<file path="src/rtl/branch_defs.sv">
// rtl/branch_defs.sv - shared branch queue entry layout
package branch_defs;

    // Bit offsets of the fields inside one queue entry {addr, pred}
    localparam int ENTRY_PRED = 0;
    localparam int ENTRY_ADDR = 1;

    // Entry width is the predictor index plus one prediction bit
    function automatic int entry_w(input int addr_width);
        return addr_width + 1;
    endfunction

endpackage

</file>
<file path="src/rtl/branch_fifo.sv">
// rtl/branch_fifo.sv - in-order in-flight branch queue with flush
module branch_fifo #(
    parameter int WIDTH = 7,
    parameter int DEPTH = 4
) (
    input  logic                     clk_i,
    input  logic                     rst_ni,
    input  logic                     push_i,
    input  logic [WIDTH-1:0]         wdata_i,
    input  logic                     pop_i,
    input  logic                     flush_i,
    output logic [WIDTH-1:0]         rdata_o,
    output logic [$clog2(DEPTH):0]   occupancy_o,
    output logic                     full_o
);

    localparam int PTR_W = $clog2(DEPTH);
    localparam int OCC_W = PTR_W + 1;
    localparam logic [OCC_W-1:0] OCC_FULL = OCC_W'(DEPTH);
    localparam logic [OCC_W-1:0] OCC_ONE  = OCC_W'(1);
    localparam logic [PTR_W-1:0] PTR_ONE  = PTR_W'(1);

    logic [WIDTH-1:0] mem_q [DEPTH];
    logic [PTR_W-1:0] wr_ptr_q, wr_ptr_d;
    logic [PTR_W-1:0] rd_ptr_q, rd_ptr_d;
    logic [OCC_W-1:0] occ_q, occ_d;
    logic             do_push;
    logic             do_pop;

    // Full blocks a push even when a pop frees a slot this cycle; flush drops the push
    assign do_push = push_i && (occ_q != OCC_FULL) && !flush_i;
    assign do_pop  = pop_i && (occ_q != '0);

    // Next-state for pointers and occupancy; flush wins over everything
    always_comb begin
        wr_ptr_d = wr_ptr_q;
        rd_ptr_d = rd_ptr_q;
        occ_d    = occ_q;
        if (flush_i) begin
            wr_ptr_d = '0;
            rd_ptr_d = '0;
            occ_d    = '0;
        end else begin
            if (do_push) wr_ptr_d = wr_ptr_q + PTR_ONE;
            if (do_pop)  rd_ptr_d = rd_ptr_q + PTR_ONE;
            case ({do_push, do_pop})
                2'b10:   occ_d = occ_q + OCC_ONE;
                2'b01:   occ_d = occ_q - OCC_ONE;
                default: occ_d = occ_q;
            endcase
        end
    end

    // Pointer and occupancy registers
    always_ff @(posedge clk_i or negedge rst_ni) begin
        if (!rst_ni) begin
            wr_ptr_q <= '0;
            rd_ptr_q <= '0;
            occ_q    <= '0;
        end else begin
            wr_ptr_q <= wr_ptr_d;
            rd_ptr_q <= rd_ptr_d;
            occ_q    <= occ_d;
        end
    end

    // Entry storage; contents are only meaningful while counted by occupancy
    always_ff @(posedge clk_i) begin
        if (do_push) mem_q[wr_ptr_q] <= wdata_i;
    end

    assign rdata_o     = mem_q[rd_ptr_q];
    assign occupancy_o = occ_q;
    assign full_o      = (occ_q == OCC_FULL);

endmodule

</file>
<file path="src/rtl/branch_resolution_unit.sv">
// rtl/branch_resolution_unit.sv - predictor update producer with mispredict flush and counters
module branch_resolution_unit
    import branch_defs::*;
#(
    parameter int ADDR_WIDTH  = 6,
    parameter int DEPTH       = 4,
    parameter int COUNT_WIDTH = 16
) (
    input  logic                     clk_i,
    input  logic                     rst_ni,
    input  logic                     predictValid_i,
    input  logic [ADDR_WIDTH-1:0]    predictAddr_i,
    input  logic                     prediction_i,
    output logic                     full_o,
    output logic [$clog2(DEPTH):0]   occupancy_o,
    input  logic                     resolveValid_i,
    input  logic                     resolveTaken_i,
    output logic                     update_o,
    output logic [ADDR_WIDTH-1:0]    updateAddr_o,
    output logic                     branchTaken_o,
    output logic                     mispredict_o,
    output logic                     underflow_o,
    output logic [COUNT_WIDTH-1:0]   branchCount_o,
    output logic [COUNT_WIDTH-1:0]   mispredictCount_o
);

    localparam int ENTRY_W = entry_w(ADDR_WIDTH);
    localparam logic [COUNT_WIDTH-1:0] CNT_ONE = COUNT_WIDTH'(1);

    logic [ENTRY_W-1:0]    head;
    logic [ENTRY_W-1:0]    wentry;
    logic                  empty;
    logic                  pop;
    logic                  flush_now;
    logic                  head_pred;
    logic [ADDR_WIDTH-1:0] head_addr;

    logic                   update_q;
    logic [ADDR_WIDTH-1:0]  update_addr_q;
    logic                   branch_taken_q;
    logic                   mispredict_q;
    logic                   underflow_q;
    logic [COUNT_WIDTH-1:0] branch_cnt_q;
    logic [COUNT_WIDTH-1:0] mispredict_cnt_q;

    assign wentry    = {predictAddr_i, prediction_i};
    assign head_pred = head[ENTRY_PRED];
    assign head_addr = head[ENTRY_ADDR +: ADDR_WIDTH];
    assign empty     = (occupancy_o == '0);
    assign pop       = resolveValid_i && !empty;
    assign flush_now = pop && (head_pred != resolveTaken_i);

    branch_fifo #(
        .WIDTH (ENTRY_W),
        .DEPTH (DEPTH)
    ) u_fifo (
        .clk_i       (clk_i),
        .rst_ni      (rst_ni),
        .push_i      (predictValid_i),
        .wdata_i     (wentry),
        .pop_i       (pop),
        .flush_i     (flush_now),
        .rdata_o     (head),
        .occupancy_o (occupancy_o),
        .full_o      (full_o)
    );

    // Predictor update outputs: pulse on the edge after a pop, address/outcome hold otherwise
    always_ff @(posedge clk_i or negedge rst_ni) begin
        if (!rst_ni) begin
            update_q       <= 1'b0;
            update_addr_q  <= '0;
            branch_taken_q <= 1'b0;
            mispredict_q   <= 1'b0;
        end else begin
            update_q     <= pop;
            mispredict_q <= flush_now;
            if (pop) begin
                update_addr_q  <= head_addr;
                branch_taken_q <= resolveTaken_i;
            end
        end
    end

    // Sticky flag for a resolve that had no outstanding branch to match
    always_ff @(posedge clk_i or negedge rst_ni) begin
        if (!rst_ni) begin
            underflow_q <= 1'b0;
        end else if (resolveValid_i && empty) begin
            underflow_q <= 1'b1;
        end
    end

    // Saturating performance counters
    always_ff @(posedge clk_i or negedge rst_ni) begin
        if (!rst_ni) begin
            branch_cnt_q     <= '0;
            mispredict_cnt_q <= '0;
        end else begin
            if (pop && !(&branch_cnt_q))
                branch_cnt_q <= branch_cnt_q + CNT_ONE;
            if (flush_now && !(&mispredict_cnt_q))
                mispredict_cnt_q <= mispredict_cnt_q + CNT_ONE;
        end
    end

    assign update_o          = update_q;
    assign updateAddr_o      = update_addr_q;
    assign branchTaken_o     = branch_taken_q;
    assign mispredict_o      = mispredict_q;
    assign underflow_o       = underflow_q;
    assign branchCount_o     = branch_cnt_q;
    assign mispredictCount_o = mispredict_cnt_q;

endmodule

</file>
<file path="config.mk">
export PLATFORM = sky130hd
export DESIGN_NAME = branch_resolution_unit
export DESIGN_NICKNAME = d
export VERILOG_FILES = /design/src/rtl/branch_defs.sv /design/src/rtl/branch_fifo.sv /design/src/rtl/branch_resolution_unit.sv
export SDC_FILE = /design/constraint.sdc
export NUM_CORES = 1
export LEC_CHECK = 0
export BUFFER_PORTS_ARGS = -buffer_cell sky130_fd_sc_hd__buf_2
export CAP_MARGIN = 25
export CORE_MARGIN = 1
export CORE_UTILIZATION = 37
export CTS_CLUSTER_DIAMETER = 150
export DETAILED_ROUTE_END_ITERATION = 12
export PLACE_DENSITY = 0.65
export SLEW_MARGIN = 20
export SYNTH_ARGS = -nofsm -noshare
export SYNTH_HDL_FRONTEND = slang
export SYNTH_SLANG_ARGS = --single-unit
</file>
<file path="constraint.sdc">
create_clock -name clk_i -period 4.5 [get_ports clk_i]
set_input_delay 0.675 -clock clk_i [delete_from_list [all_inputs] [get_ports clk_i]]
set_output_delay 0.675 -clock clk_i [all_outputs]
set_load 0.1 [all_outputs]
</file>
==> qor.txt, run 1 <==
YOSYS
----------------------------------------------------------------------------------------------------
Seq/Total Area, Yosys                                                                          59.9%
Fraction of registers with async set/reset                                                     63.6%
Mapped Area                                                                              0.00345 mm2
Top cells by area, synth                                                                dfrtp_1, edfxtp_1, xnor2_1
Cell with the most instances after synthesis                                                 dfrtp_1
Gate count of the mapped netlist                                                                 277
Primary FF master, synth                                                                     dfrtp_1
Mean Syn Cell Area                                                                          12.4 um2
Synthesis-stage register bit count                                                                77
Synth top area share                                                                           35.6%
Number of warnings printed during yosys synthesis                                                  0
Number of different library cells in the post-synthesis netlist                                   40
Net count after synthesis                                                                        296
EDFF count, synth                                                                                 28
Synth top cells by count                                                                dfrtp_1, nand2_1, edfxtp_1
Synth area leader                                                                            dfrtp_1

PLACE
----------------------------------------------------------------------------------------------------
HPWL after detailed placement                                                                4.50 mm
# port buffers                                                                                    57
Instance count after placement with tap cells included                                           437
Pre-CTS WS                                                                                   1.64 ns
Final RePlAce weighted congestion                                                              0.788
Placed inst area                                                                         0.00385 mm2

STA
----------------------------------------------------------------------------------------------------
Setup repair after global routing missed its margin                                               no
Final worst setup slack                                                                      1.63 ns
Skew final                                                                                 0.0114 ns
Final hold violation count                                                                         0
Setup-failing EPs final                                                                            0
Worst slew slack as a fraction of its limit                                                    58.0%
Final critical-path required period                                                          2.87 ns
Final count of pins violating max slew                                                             0
Worst slew pin tran                                                                         0.630 ns
Max Clock Freq                                                                             0.349 GHz
Final critical-path share of the clock period                                                  63.7%
Aggregate negative setup slack                                                                  0 ns

DIE
----------------------------------------------------------------------------------------------------
Vertical extent of the die                                                                   98.5 um
Core outline area                                                                        0.00889 mm2
Starting density of the core                                                                   38.8%
Die span in x                                                                                98.5 um
Number of I/O pins                                                                                58
Area of the die                                                                          0.00971 mm2
Standard-cell row count                                                                           34

SETUP PATH
----------------------------------------------------------------------------------------------------
Classification of the worst setup path                                                       reg2reg
Critical path fanouts, max                                                                        21
Reg-to-reg slack, setup                                                                      1.63 ns
Worst Path Required                                                                          4.73 ns
Crit path launch type                                                                       register
Capturing point of the worst reg2reg path                                               u_fifo.occupancy_o[2]$_DFFE_PN0P_
Source of the worst register-to-register timing path                                    u_fifo.rd_ptr_q[1]$_DFFE_PN0P_
WP data arrival                                                                              3.10 ns
Depth of the worst register-to-register path                                                      10
Sort of element at the end of the critical path                                             register

ROUTING
----------------------------------------------------------------------------------------------------
Per-cell via count in the routed design                                                         5.02
Final ANT Viol Nets                                                                                0
WL/cell                                                                                      14.4 um
TritonRoute pass-1 iters                                                                          11
Routed vias                                                                                    2,273
Iteration-0 DRC Markers                                                                          119
Routed wire length                                                                           6.52 mm
Remaining design rule violation count                                                              2

CELLS AND AREA
----------------------------------------------------------------------------------------------------
Total non-filler cell area in the finished layout                                        0.00404 mm2
Final net count                                                                                  359
Final instance count without filler cells                                                        453
Number of fillers in the final layout                                                            816
Layout Area Growth over Synthesis                                                              17.1%
Post-Route Utilization                                                                         45.4%
Combined area of the multi-input logic cells                                             0.00133 mm2
Area used by sequential logic in the layout                                              0.00207 mm2
Antenna Diode Count                                                                                0
Layout cells sized above 1                                                                     26.1%

CLOCK TREE
----------------------------------------------------------------------------------------------------
Clock sinks                                                                                       77
Total of hold buffers inserted after clock tree synthesis                                          0
Num CTS Buffers                                                                                    9
Total setup buffers inserted after CTS                                                             0
H-tree levels                                                                                      3
Clock-pin slew reported for the worst setup and hold paths after clock tree synthesis        0.08 ns
Count of cells resized by post-cts repair                                                          0
Clk Tree Root Cell                                                                          clkbuf_8
Max Buffers Root-to-Sink                                                                           2
CTS tree                                                                                        done
Clock insertion delay at the later pin of the skew report                                    0.35 ns

POWER AND IR DROP
----------------------------------------------------------------------------------------------------
Part of the power in combinational logic                                                       46.8%
Proportion of power drawn by flip-flops and latches                                            35.8%
Max rail drop VDD                                                                         0.000532 V
Net switching power                                                                        0.00147 W
Clock network fraction of total power                                                          17.4%
Leak Pwr                                                                                     1.77 nW
Switching power as a share of total power                                                      50.1%
Int Power                                                                                  0.00146 W
Power per unit of standard cell area                                                      725 mW/mm2

GLOBAL ROUTE
----------------------------------------------------------------------------------------------------
Total overflow reported by the global router                                                       0
Antenna violations before repair                                                                   0
Total GRT Usage                                                                                14.8%
Global-route wire length before repair                                                       11.1 mm
Number of global-route vias before repair                                                      2,291
Maximum number of pins on one net before global-route repair                                      50

OUTCOME
----------------------------------------------------------------------------------------------------
Run status                                                                              complete, but fails checks
Violations in the final reports                                                         design-rule violations

FLOW RUN
----------------------------------------------------------------------------------------------------
Max-cap viol count                                                                                 0

WORST HOLD PATH
----------------------------------------------------------------------------------------------------
Hold Path Class                                                                             in2async

-- worst max-delay path by stage --
stage	endpoint	slack, ns	start	cells after the start
2_1_floorplan	u_fifo.occupancy_o[1]$_DFFE_PN0P_	0.92	u_fifo.occupancy_o[2]$_DFFE_PN0P_	6
3_3_place_gp	u_fifo.occupancy_o[2]$_DFFE_PN0P_	1.72	resolveTaken_i	11
3_5_place_dp	u_fifo.occupancy_o[2]$_DFFE_PN0P_	1.64	resolveTaken_i	11
4_1_cts	u_fifo.occupancy_o[2]$_DFFE_PN0P_	1.64	u_fifo.rd_ptr_q[1]$_DFFE_PN0P_	10
5_1_grt	u_fifo.occupancy_o[2]$_DFFE_PN0P_	1.40	u_fifo.rd_ptr_q[1]$_DFFE_PN0P_	10
6_report	u_fifo.occupancy_o[2]$_DFFE_PN0P_	1.63	u_fifo.rd_ptr_q[1]$_DFFE_PN0P_	10
-- layout by cell type (no fill, tap or decap), types with 4 or more instances in the layout --
cell type   n
buf_2      57
dfrtp_1    49
nand2_1    42
edfxtp_1   28
xnor2_1    21
nor2_1     15
nand4_1    13
nand3_1    13
clkbuf_8   10
o21ai_0     9
xor2_1      8
nor3_1      7
and3_1      6
mux4_2      6
ha_1        6
nand2b_1    5
and2_1      5
mux2i_1     4
-- per-stage QoR --
| stage | total power, W | hold slack [ns] |
|---|---|---|
| finish | 0.00293 | 0.417 |
| detailed placement | 0.00244 | 0.447 |
| floorplan | 0.00220 | 0.379 |
| CTS | 0.00295 | 0.450 |
| global placement | 0.00242 | 0.451 |
| global route | 0.00308 | 0.469 |
-- logic make-up after synthesis --
group / after synthesis / share of synthesized area (%)
compound gates: 19 / 3.37
xor+xnor: 29 / 7.37
fa+ha+maj: 7 / 2.76
buf+inv: 11 / 1.81
flops: 77 / 59.9
mux: 16 / 7.37
simple gates: 118 / 17.4
-- critical path: stages, from the launching register on --
cell      delay [ns]
dfrtp_1         0.61
mux2i_1         0.29
mux2i_1         0.34
nor3_4          0.07
buf_4           0.21
nor2_1          0.23
nor2_1          0.08
fa_1            0.42
nor3_1          0.21
a211oi_1        0.07
o22a_1          0.20
-- state kept, by name, indices dropped and copies added (netlist names) --
name                cells
branchCount_o          16
branchTaken_o           1
mispredictCount_o      16
mispredict_o            1
u_fifo.mem_q           28
u_fifo.occupancy_o      3
u_fifo.rd_ptr_q         2
u_fifo.wr_ptr_q         2
underflow_o             1
updateAddr_o            6
update_o                1
-- power groups by stage --
stage | Clock, W | Combinational (W) | Sequential (W)
after floorplan | 0 | 0.000470 | 0.00173
after global placement | 0 | 0.00136 | 0.00106
after detailed placement | 0 | 0.00138 | 0.00106
after CTS | 0.000518 | 0.00138 | 0.00105
after global routing | 0.000555 | 0.00145 | 0.00107
final | 0.000509 | 0.00137 | 0.00105
-- cell type report --
type                       count  area share [%]
timing repair buffer          60            7.63
inverter                       3           0.279
clock buffer                  13            3.69
sequential                    77            51.2
tap                          108            3.35
clock inverter                 3           0.930
multi-input combinational    189            32.9
-- routing by layer --
metal / share of wire (%) / track usage, % / up-vias
met5: 0 / 0 / -
met4: 1.5 / 5.40 / 0
met3: 4.3 / 5.04 / 8
met2: 50 / 24.7 / 43
met1: 44 / 17.8 / 1119
li1: - / - / 1103
Note: power is estimated with default switching activity, not from simulation.
==> run 2: changes to the inputs <==
--- a/config.mk
+++ b/config.mk
@@ -5,6 +5,7 @@
 export SDC_FILE = /design/constraint.sdc
 export NUM_CORES = 1
 export LEC_CHECK = 0
+export ABC_AREA = 1
 export BUFFER_PORTS_ARGS = -buffer_cell sky130_fd_sc_hd__buf_2
 export CAP_MARGIN = 25
 export CORE_MARGIN = 1
==> constraint.sdc (replaced) <==
create_clock -name clk_i -period 2.8 [get_ports clk_i]
set_input_delay 0.42 -clock clk_i [delete_from_list [all_inputs] [get_ports clk_i]]
set_output_delay 0.42 -clock clk_i [all_outputs]
set_load 0.1 [all_outputs]
==> run 2 against run 1 <==
Net effect:
- die area grew 6.9%
- clock skew grew 0.0024 ns
- the flow now finishes without violations
- critical endpoint is now u_fifo.mem_q[3][2]$_DFFE_PP_
- maximum frequency grew 25%
- sequential cell count is the same
- final area grew 8.3%
- critical path type unchanged
- area after synthesis grew 7.0%
- global-route usage grew 0.59 points
- clock-buffer cell count shrank 4
- critical path depth shrank 3
- register-to-register slack lost 1.1 ns
- synthesized cell count grew 38%
==> qor.txt, run 2 <==
CLOCK TREE
----------------------------------------------------------------------------------------------------
Total of hold buffers inserted after clock tree synthesis                                          0   unchanged
Clock insertion delay at the later pin of the skew report                                    0.35 ns   about the same
Total setup buffers inserted after CTS                                                             0   unchanged
Max Buffers Root-to-Sink                                                                           2   unchanged
H-tree levels                                                                                      3   unchanged
Num CTS Buffers                                                                                    9   unchanged
Clk Tree Root Cell                                                                          clkbuf_8
Clock sinks                                                                                       77   unchanged
Clock-pin slew reported for the worst setup and hold paths after clock tree synthesis        0.09 ns   about the same
CTS tree                                                                                        done
Count of cells resized by post-cts repair                                                          0   unchanged

PLACE
----------------------------------------------------------------------------------------------------
HPWL after detailed placement                                                                5.84 mm   +30%
# port buffers                                                                                    57   unchanged
Final RePlAce weighted congestion                                                              0.941   +19%

GLOBAL ROUTE
----------------------------------------------------------------------------------------------------
Antenna violations before repair                                                                   0   unchanged
Total overflow reported by the global router                                                       0   unchanged
Number of global-route vias before repair                                                      2,521   +10%
Maximum number of pins on one net before global-route repair                                      43   -14%
Total GRT Usage                                                                                15.4%   +0.59 points
Global-route wire length before repair                                                       12.1 mm   +9.3%

ROUTING
----------------------------------------------------------------------------------------------------
Iteration-0 DRC Markers                                                                          125   +5.0%
Routed wire length                                                                           7.60 mm   +17%
Routed vias                                                                                    2,692   +18%
Per-cell via count in the routed design                                                         4.62   -8.0%
WL/cell                                                                                      13.0 um   -9.4%
TritonRoute pass-1 iters                                                                           6   -5
Final ANT Viol Nets                                                                                0   unchanged
Remaining design rule violation count                                                              0   -2

CELLS AND AREA
----------------------------------------------------------------------------------------------------
Number of fillers in the final layout                                                            968   +19%
Combined area of the multi-input logic cells                                             0.00140 mm2   +5.3%
Flip-flop count of the largest register, all copies and words added                               28   unchanged
Most common cell after layout, fill and taps aside                                           nand2_1
Area used by sequential logic in the layout                                              0.00207 mm2   +0.12%
Layout cells sized above 1                                                                     22.0%   -4.1 points
Most flops, register                                                                    u_fifo.mem_q
Final net count                                                                                  464   +29%
Antenna Diode Count                                                                                0   unchanged
Layout Area Growth over Synthesis                                                              18.4%
Highest-count cells in the layout ignoring fill and taps                                nand2_1, buf_2, nor2_1

YOSYS
----------------------------------------------------------------------------------------------------
Synth area leader                                                                            dfrtp_1
Net count after synthesis                                                                        401   +35%
Synth top cells by count                                                                nand2_1, nor2_1, dfrtp_1
Seq/Total Area, Yosys                                                                          56.0%   -3.9 points
Fraction of registers with async set/reset                                                     63.6%   unchanged
Number of different library cells in the post-synthesis netlist                                   34   -15%
Top cells by area, synth                                                                dfrtp_1, edfxtp_1, nand2_1
Synth top area share                                                                           33.2%   -2.3 points
Synthesis-stage register bit count                                                                77   unchanged
Gate count of the mapped netlist                                                                 382   +38%
Mapped Area                                                                              0.00369 mm2   +7.0%
Cell with the most instances after synthesis                                                 nand2_1
EDFF count, synth                                                                                 28   unchanged
Mean Syn Cell Area                                                                          9.66 um2   -22%
Primary FF master, synth                                                                     dfrtp_1
Number of warnings printed during yosys synthesis                                                  0   unchanged

SETUP PATH
----------------------------------------------------------------------------------------------------
Critical path fanouts, max                                                                        18   -14%
Sort of element at the end of the critical path                                             register
WP data arrival                                                                              2.28 ns   -0.82 ns
Worst Path Required                                                                          2.78 ns   -1.95 ns
Crit path launch type                                                                       register
Classification of the worst setup path                                                       reg2reg

DIE
----------------------------------------------------------------------------------------------------
Core outline area                                                                        0.00973 mm2   +9.4%
Number of I/O pins                                                                                58   unchanged
Die span in x                                                                                 102 um   +3.4%
Standard-cell row count                                                                           36   +5.9%
Vertical extent of the die                                                                    102 um   +3.4%
Area of the die                                                                           0.0104 mm2   +6.9%
Starting density of the core                                                                   37.9%   -0.85 points

STA
----------------------------------------------------------------------------------------------------
Setup repair after global routing missed its margin                                               no
Worst slew pin tran                                                                         0.550 ns   -0.0809 ns
Final hold violation count                                                                         0   unchanged
Final critical-path share of the clock period                                                  82.0%   +18 points
Setup-failing EPs final                                                                            0   unchanged
Max Clock Freq                                                                             0.436 GHz   +25%
Skew final                                                                                 0.0138 ns   +0.00236 ns
Final count of pins violating max slew                                                             0   unchanged
Worst slew slack as a fraction of its limit                                                    63.2%   +5.3 points
Final critical-path required period                                                          2.30 ns   -0.571 ns
Aggregate negative setup slack                                                                  0 ns   unchanged

OUTCOME
----------------------------------------------------------------------------------------------------
Run status                                                                              complete, no violations

FLOW RUN
----------------------------------------------------------------------------------------------------
Max-cap viol count                                                                                 0   unchanged

WORST HOLD PATH
----------------------------------------------------------------------------------------------------
Hold Path Class                                                                             in2async

[run 2: cell types whose count changed in the layout (fill, tap and decap cells not counted), sizes merged, moves of 8 or more]
| cell | previous run | this run |
|---|---|---|
| nor3 | 8 | 16 |
| nand4 | 13 | 5 |
| xor2 | 8 | 24 |
| o21ai | 9 | 28 |
| xnor2 | 21 | 7 |
| inv | 3 | 48 |
| nor2 | 15 | 54 |
| nand2 | 43 | 81 |
[run 2: final cells by class]
class / instances / share of cell area (%)
inverters: 45 / 4.09
clock buffers: 9 / 2.83
clock inverters: 7 / 2.98
multi-input cells: 253 / 32.0
repair buffers: 59 / 6.93
well taps: 133 / 3.81
flip-flops and latches: 77 / 47.4
[run 2: worst max-delay path: stages, from the launching register on]
cell,delay [ns]
dfrtp_2,0.44
inv_1,0.09
nand2_1,0.14
o21ai_4,0.25
inv_2,0.19
nand3_4,0.17
nand2_1,0.17
nor2_1,0.48
[run 2: layer usage]
metal | track usage, % | vias up | part of all wire [%]
li1 | - | 1376 | -
met3 | 3.49 | 6 | 4.0
met5 | 0 | - | 0
met4 | 4.62 | 0 | 0.79
met2 | 24.8 | 51 | 47
met1 | 20.7 | 1259 | 48
[run 2: worst paths after layout]
path	from	cells after the start	slack (ns)	to
min in group clk_i	predictAddr_i[1]	1	0.31	u_fifo.mem_q[2][2]$_DFFE_PP_
min reg2reg	underflow_o$_DFFE_PN0P_	1	0.48	underflow_o$_DFFE_PN0P_
max	u_fifo.occupancy_o[0]$_DFFE_PN0P_	7	0.50	u_fifo.mem_q[3][2]$_DFFE_PP_
max reg2reg	u_fifo.occupancy_o[0]$_DFFE_PN0P_	7	0.50	u_fifo.mem_q[3][2]$_DFFE_PP_
max in group asynchronous	rst_ni	2	2.27	branchCount_o[14]$_DFFE_PN0P_
min	rst_ni	1	0.05	mispredictCount_o[6]$_DFFE_PN0P_
[run 2: logic make-up (layout without fill, tap and decap cells)]
group	Yosys count	after routing	synth area share (%)
xor gates and xnor gates	31	31	7.36
DFF	77	77	56.0
buffers and inverters	52	120	6.30
adders and majority gates	7	7	2.58
and+or+nand+nor	178	178	21.4
AOI/OAI and AO/OA	37	37	6.34
[run 2: through the flow]
stage	cell area (um2)	hold WS, ns	utilization [%]	worst slack (ns)	instances
after floorplan	3700	0.124	-	0.0332	382
after global placement	4110	0.472	42.3	0.612	567
after detailed placement	4110	0.461	42.3	0.483	567
after CTS	4370	0.245	44.9	0.462	583
after global routing	4370	0.0856	44.9	0.282	583
final	4370	0.0486	44.9	0.504	583
Power of run 2 is not shown: default switching activity piles up to over one toggle a cycle in this logic, so the estimate is an artifact.
==> run 3: changes to the inputs <==
==> constraint.sdc (replaced) <==
create_clock -name clk_i -period 2.2 [get_ports clk_i]
set_input_delay 0.33 -clock clk_i [delete_from_list [all_inputs] [get_ports clk_i]]
set_output_delay 0.33 -clock clk_i [all_outputs]
set_load 0.1 [all_outputs]
==> run 3 against run 2 <==
Net effect:
- sequential cell count did not move
- worst setup slack got worse by 0.32 ns
- routed wire length rose by 1.7%
==> qor.txt, run 3 (same netlist as run 2, synthesis figures left out) <==
CLOCK TREE
----------------------------------------------------------------------------------------------------
Clk Tree Root Cell                                                                          clkbuf_8
Total setup buffers inserted after CTS                                                             0   unchanged
Clock-pin slew reported for the worst setup and hold paths after clock tree synthesis        0.09 ns   about the same
Count of cells resized by post-cts repair                                                          0   unchanged
Clock sinks                                                                                       77   unchanged
Clock insertion delay at the later pin of the skew report                                    0.36 ns   about the same
Num CTS Buffers                                                                                    9   unchanged
Max Buffers Root-to-Sink                                                                           2   unchanged
CTS tree                                                                                        done
H-tree levels                                                                                      3   unchanged

CELLS AND AREA
----------------------------------------------------------------------------------------------------
Flip-flop count of the largest register, all copies and words added                               28   unchanged
Layout cells sized above 1                                                                     25.9%   +3.9 points
Combined area of the multi-input logic cells                                             0.00143 mm2   +2.3%
Area used by sequential logic in the layout                                              0.00208 mm2   +0.73%
Final net count                                                                                  473   +1.9%
Number of fillers in the final layout                                                            945   -2.4%
Most common cell after layout, fill and taps aside                                           nand2_1
Antenna Diode Count                                                                                0   unchanged
Highest-count cells in the layout ignoring fill and taps                                nand2_1, buf_2, nor2_1
Most flops, register                                                                    u_fifo.mem_q
Layout Area Growth over Synthesis                                                              20.5%

SETUP PATH
----------------------------------------------------------------------------------------------------
Capturing point of the worst reg2reg path                                               u_fifo.occupancy_o[2]$_DFFE_PN0P_
Sort of element at the end of the critical path                                             register
Crit path launch type                                                                       register
Source of the worst register-to-register timing path                                    u_fifo.rd_ptr_q[0]$_DFFE_PN0P_
Depth of the worst register-to-register path                                                      13   +6
Classification of the worst setup path                                                       reg2reg
Critical path fanouts, max                                                                        15   -3
Worst Path Required                                                                          2.45 ns   -0.33 ns
Reg-to-reg slack, setup                                                                      0.19 ns   -0.32 ns
WP data arrival                                                                              2.26 ns   -0.02 ns

WORST HOLD PATH
----------------------------------------------------------------------------------------------------
Hold Path Class                                                                               in2reg
Worst hold path startpoint                                                              predictAddr_i[5]
Number of stages on the worst hold path                                                            1
Endpoint, Worst Hold                                                                    u_fifo.mem_q[1][6]$_DFFE_PP_

DIE
----------------------------------------------------------------------------------------------------
Area of the die                                                                           0.0104 mm2   unchanged
Number of I/O pins                                                                                58   unchanged
Die span in x                                                                                 102 um   unchanged
Vertical extent of the die                                                                    102 um   unchanged
Standard-cell row count                                                                           36   unchanged
Core outline area                                                                        0.00973 mm2   unchanged
Starting density of the core                                                                   37.9%   unchanged

GLOBAL ROUTE
----------------------------------------------------------------------------------------------------
Global-route wire length before repair                                                       12.8 mm   +5.8%
Total GRT Usage                                                                                16.1%   +0.77 points
Total overflow reported by the global router                                                       0   unchanged
Antenna violations before repair                                                                   0   unchanged
Number of global-route vias before repair                                                      2,728   +8.2%
Maximum number of pins on one net before global-route repair                                      25   -42%

STA
----------------------------------------------------------------------------------------------------
Final critical-path share of the clock period                                                  91.4%   +9.4 points
Max Clock Freq                                                                             0.497 GHz   +14%
Setup-failing EPs final                                                                            0   unchanged
Skew final                                                                                0.00976 ns   -0.00400 ns
Final hold violation count                                                                         0   unchanged
Final critical-path required period                                                          2.01 ns   -0.285 ns
Final count of pins violating max slew                                                             0   unchanged
Worst slew pin tran                                                                         0.505 ns   -0.0444 ns
Setup repair after global routing missed its margin                                               no
Worst slew slack as a fraction of its limit                                                    66.6%   +3.3 points
Aggregate negative setup slack                                                                  0 ns   unchanged

ROUTING
----------------------------------------------------------------------------------------------------
TritonRoute pass-1 iters                                                                           4   -2
Remaining design rule violation count                                                              0   unchanged
WL/cell                                                                                      13.1 um   +0.19%
Iteration-0 DRC Markers                                                                           69   -45%
Routed length on met1                                                                        3.44 mm   -5.3%
Top routing layer in use                                                                        met4
Detailed route wirelength on metal2                                                          3.87 mm   +7.4%
Routed vias                                                                                    2,770   +2.9%
Per-cell via count in the routed design                                                         4.68   +1.3%
Routed wire length                                                                           7.73 mm   +1.7%
Final ANT Viol Nets                                                                                0   unchanged
Met3 Wirelength                                                                               329 um   +8.9%

PLACE
----------------------------------------------------------------------------------------------------
Final RePlAce weighted congestion                                                              0.819   -13%
# port buffers                                                                                    57   unchanged
HPWL after detailed placement                                                                5.67 mm   -2.9%

OUTCOME
----------------------------------------------------------------------------------------------------
Run status                                                                              complete, no violations

FLOW RUN
----------------------------------------------------------------------------------------------------
Max-cap viol count                                                                                 0   unchanged

[run 3: cell count changes in the layout (fill, tap and decap cells not counted), sizes merged]
cell         before  now
dlygate4sd3       0    1
inv              48   49
clkinvlp          0    1
bufinv            3    1
buf              59   67
[run 3: worst max-delay path: stages, from the launching register on]
cell	delay, ns
dfrtp_1	0.44
inv_4	0.16
nand2_1	0.09
nand3_2	0.09
nand3_2	0.11
nand2_1	0.14
a21oi_4	0.09
fa_2	0.38
xnor2_2	0.14
inv_1	0.05
nor2_1	0.08
nor2_1	0.05
nand2_1	0.05
nand2_1	0.05
[run 3: layer usage]
layer / GRT usage, % / vias to the layer above
met2: 28.1 / 58
met3: 3.69 / 11
met1: 19.8 / 1309
met4: 5.38 / 0
met5: 0 / -
li1: - / 1392
[run 3: cell type report]
cell class	count	area share (%)
Clock buffer	9	2.78
Clock inverter	7	2.00
Sequential cell	77	46.9
Multi-Input combinational cell	253	32.2
Tap cell	133	3.74
Inverter	45	4.13
Timing Repair Buffer	68	8.32
[run 3: worst max-delay path by stage]
stage                                 startpoint                                 to  slack [ns]  cells past startpoint
3_5_place_dp      u_fifo.rd_ptr_q[0]$_DFFE_PN0P_  u_fifo.occupancy_o[2]$_DFFE_PN0P_        0.19                     13
4_1_cts           u_fifo.rd_ptr_q[0]$_DFFE_PN0P_  u_fifo.occupancy_o[2]$_DFFE_PN0P_        0.18                     13
5_1_grt           u_fifo.rd_ptr_q[0]$_DFFE_PN0P_  u_fifo.occupancy_o[2]$_DFFE_PN0P_        0.04                     13
2_1_floorplan  u_fifo.occupancy_o[0]$_DFFE_PN0P_  u_fifo.occupancy_o[2]$_DFFE_PN0P_       -0.15                     12
3_3_place_gp      u_fifo.rd_ptr_q[0]$_DFFE_PN0P_  u_fifo.occupancy_o[2]$_DFFE_PN0P_        0.26                     13
6_report          u_fifo.rd_ptr_q[0]$_DFFE_PN0P_  u_fifo.occupancy_o[2]$_DFFE_PN0P_        0.19                     13
[run 3: through the flow]
step	instances	utilization, %	area, um2	worst slack (ns)	hold slack [ns]
final	592	45.7	4450	0.189	0.183
after global routing	592	45.7	4450	0.0450	0.182
after CTS	592	45.7	4450	0.175	0.172
after detailed placement	575	43.4	4230	0.185	0.221
after global placement	575	43.4	4230	0.265	0.222
after floorplan	382	-	3750	-0.147	0.0344
[run 3: repair_timing]
action                                  4_1_cts  5_1_grt
endpoints found under the setup margin        0        0
endpoints found under the hold margin         9        0
hold buffers                                  1        0
Power of run 3 is left out for the same reason.
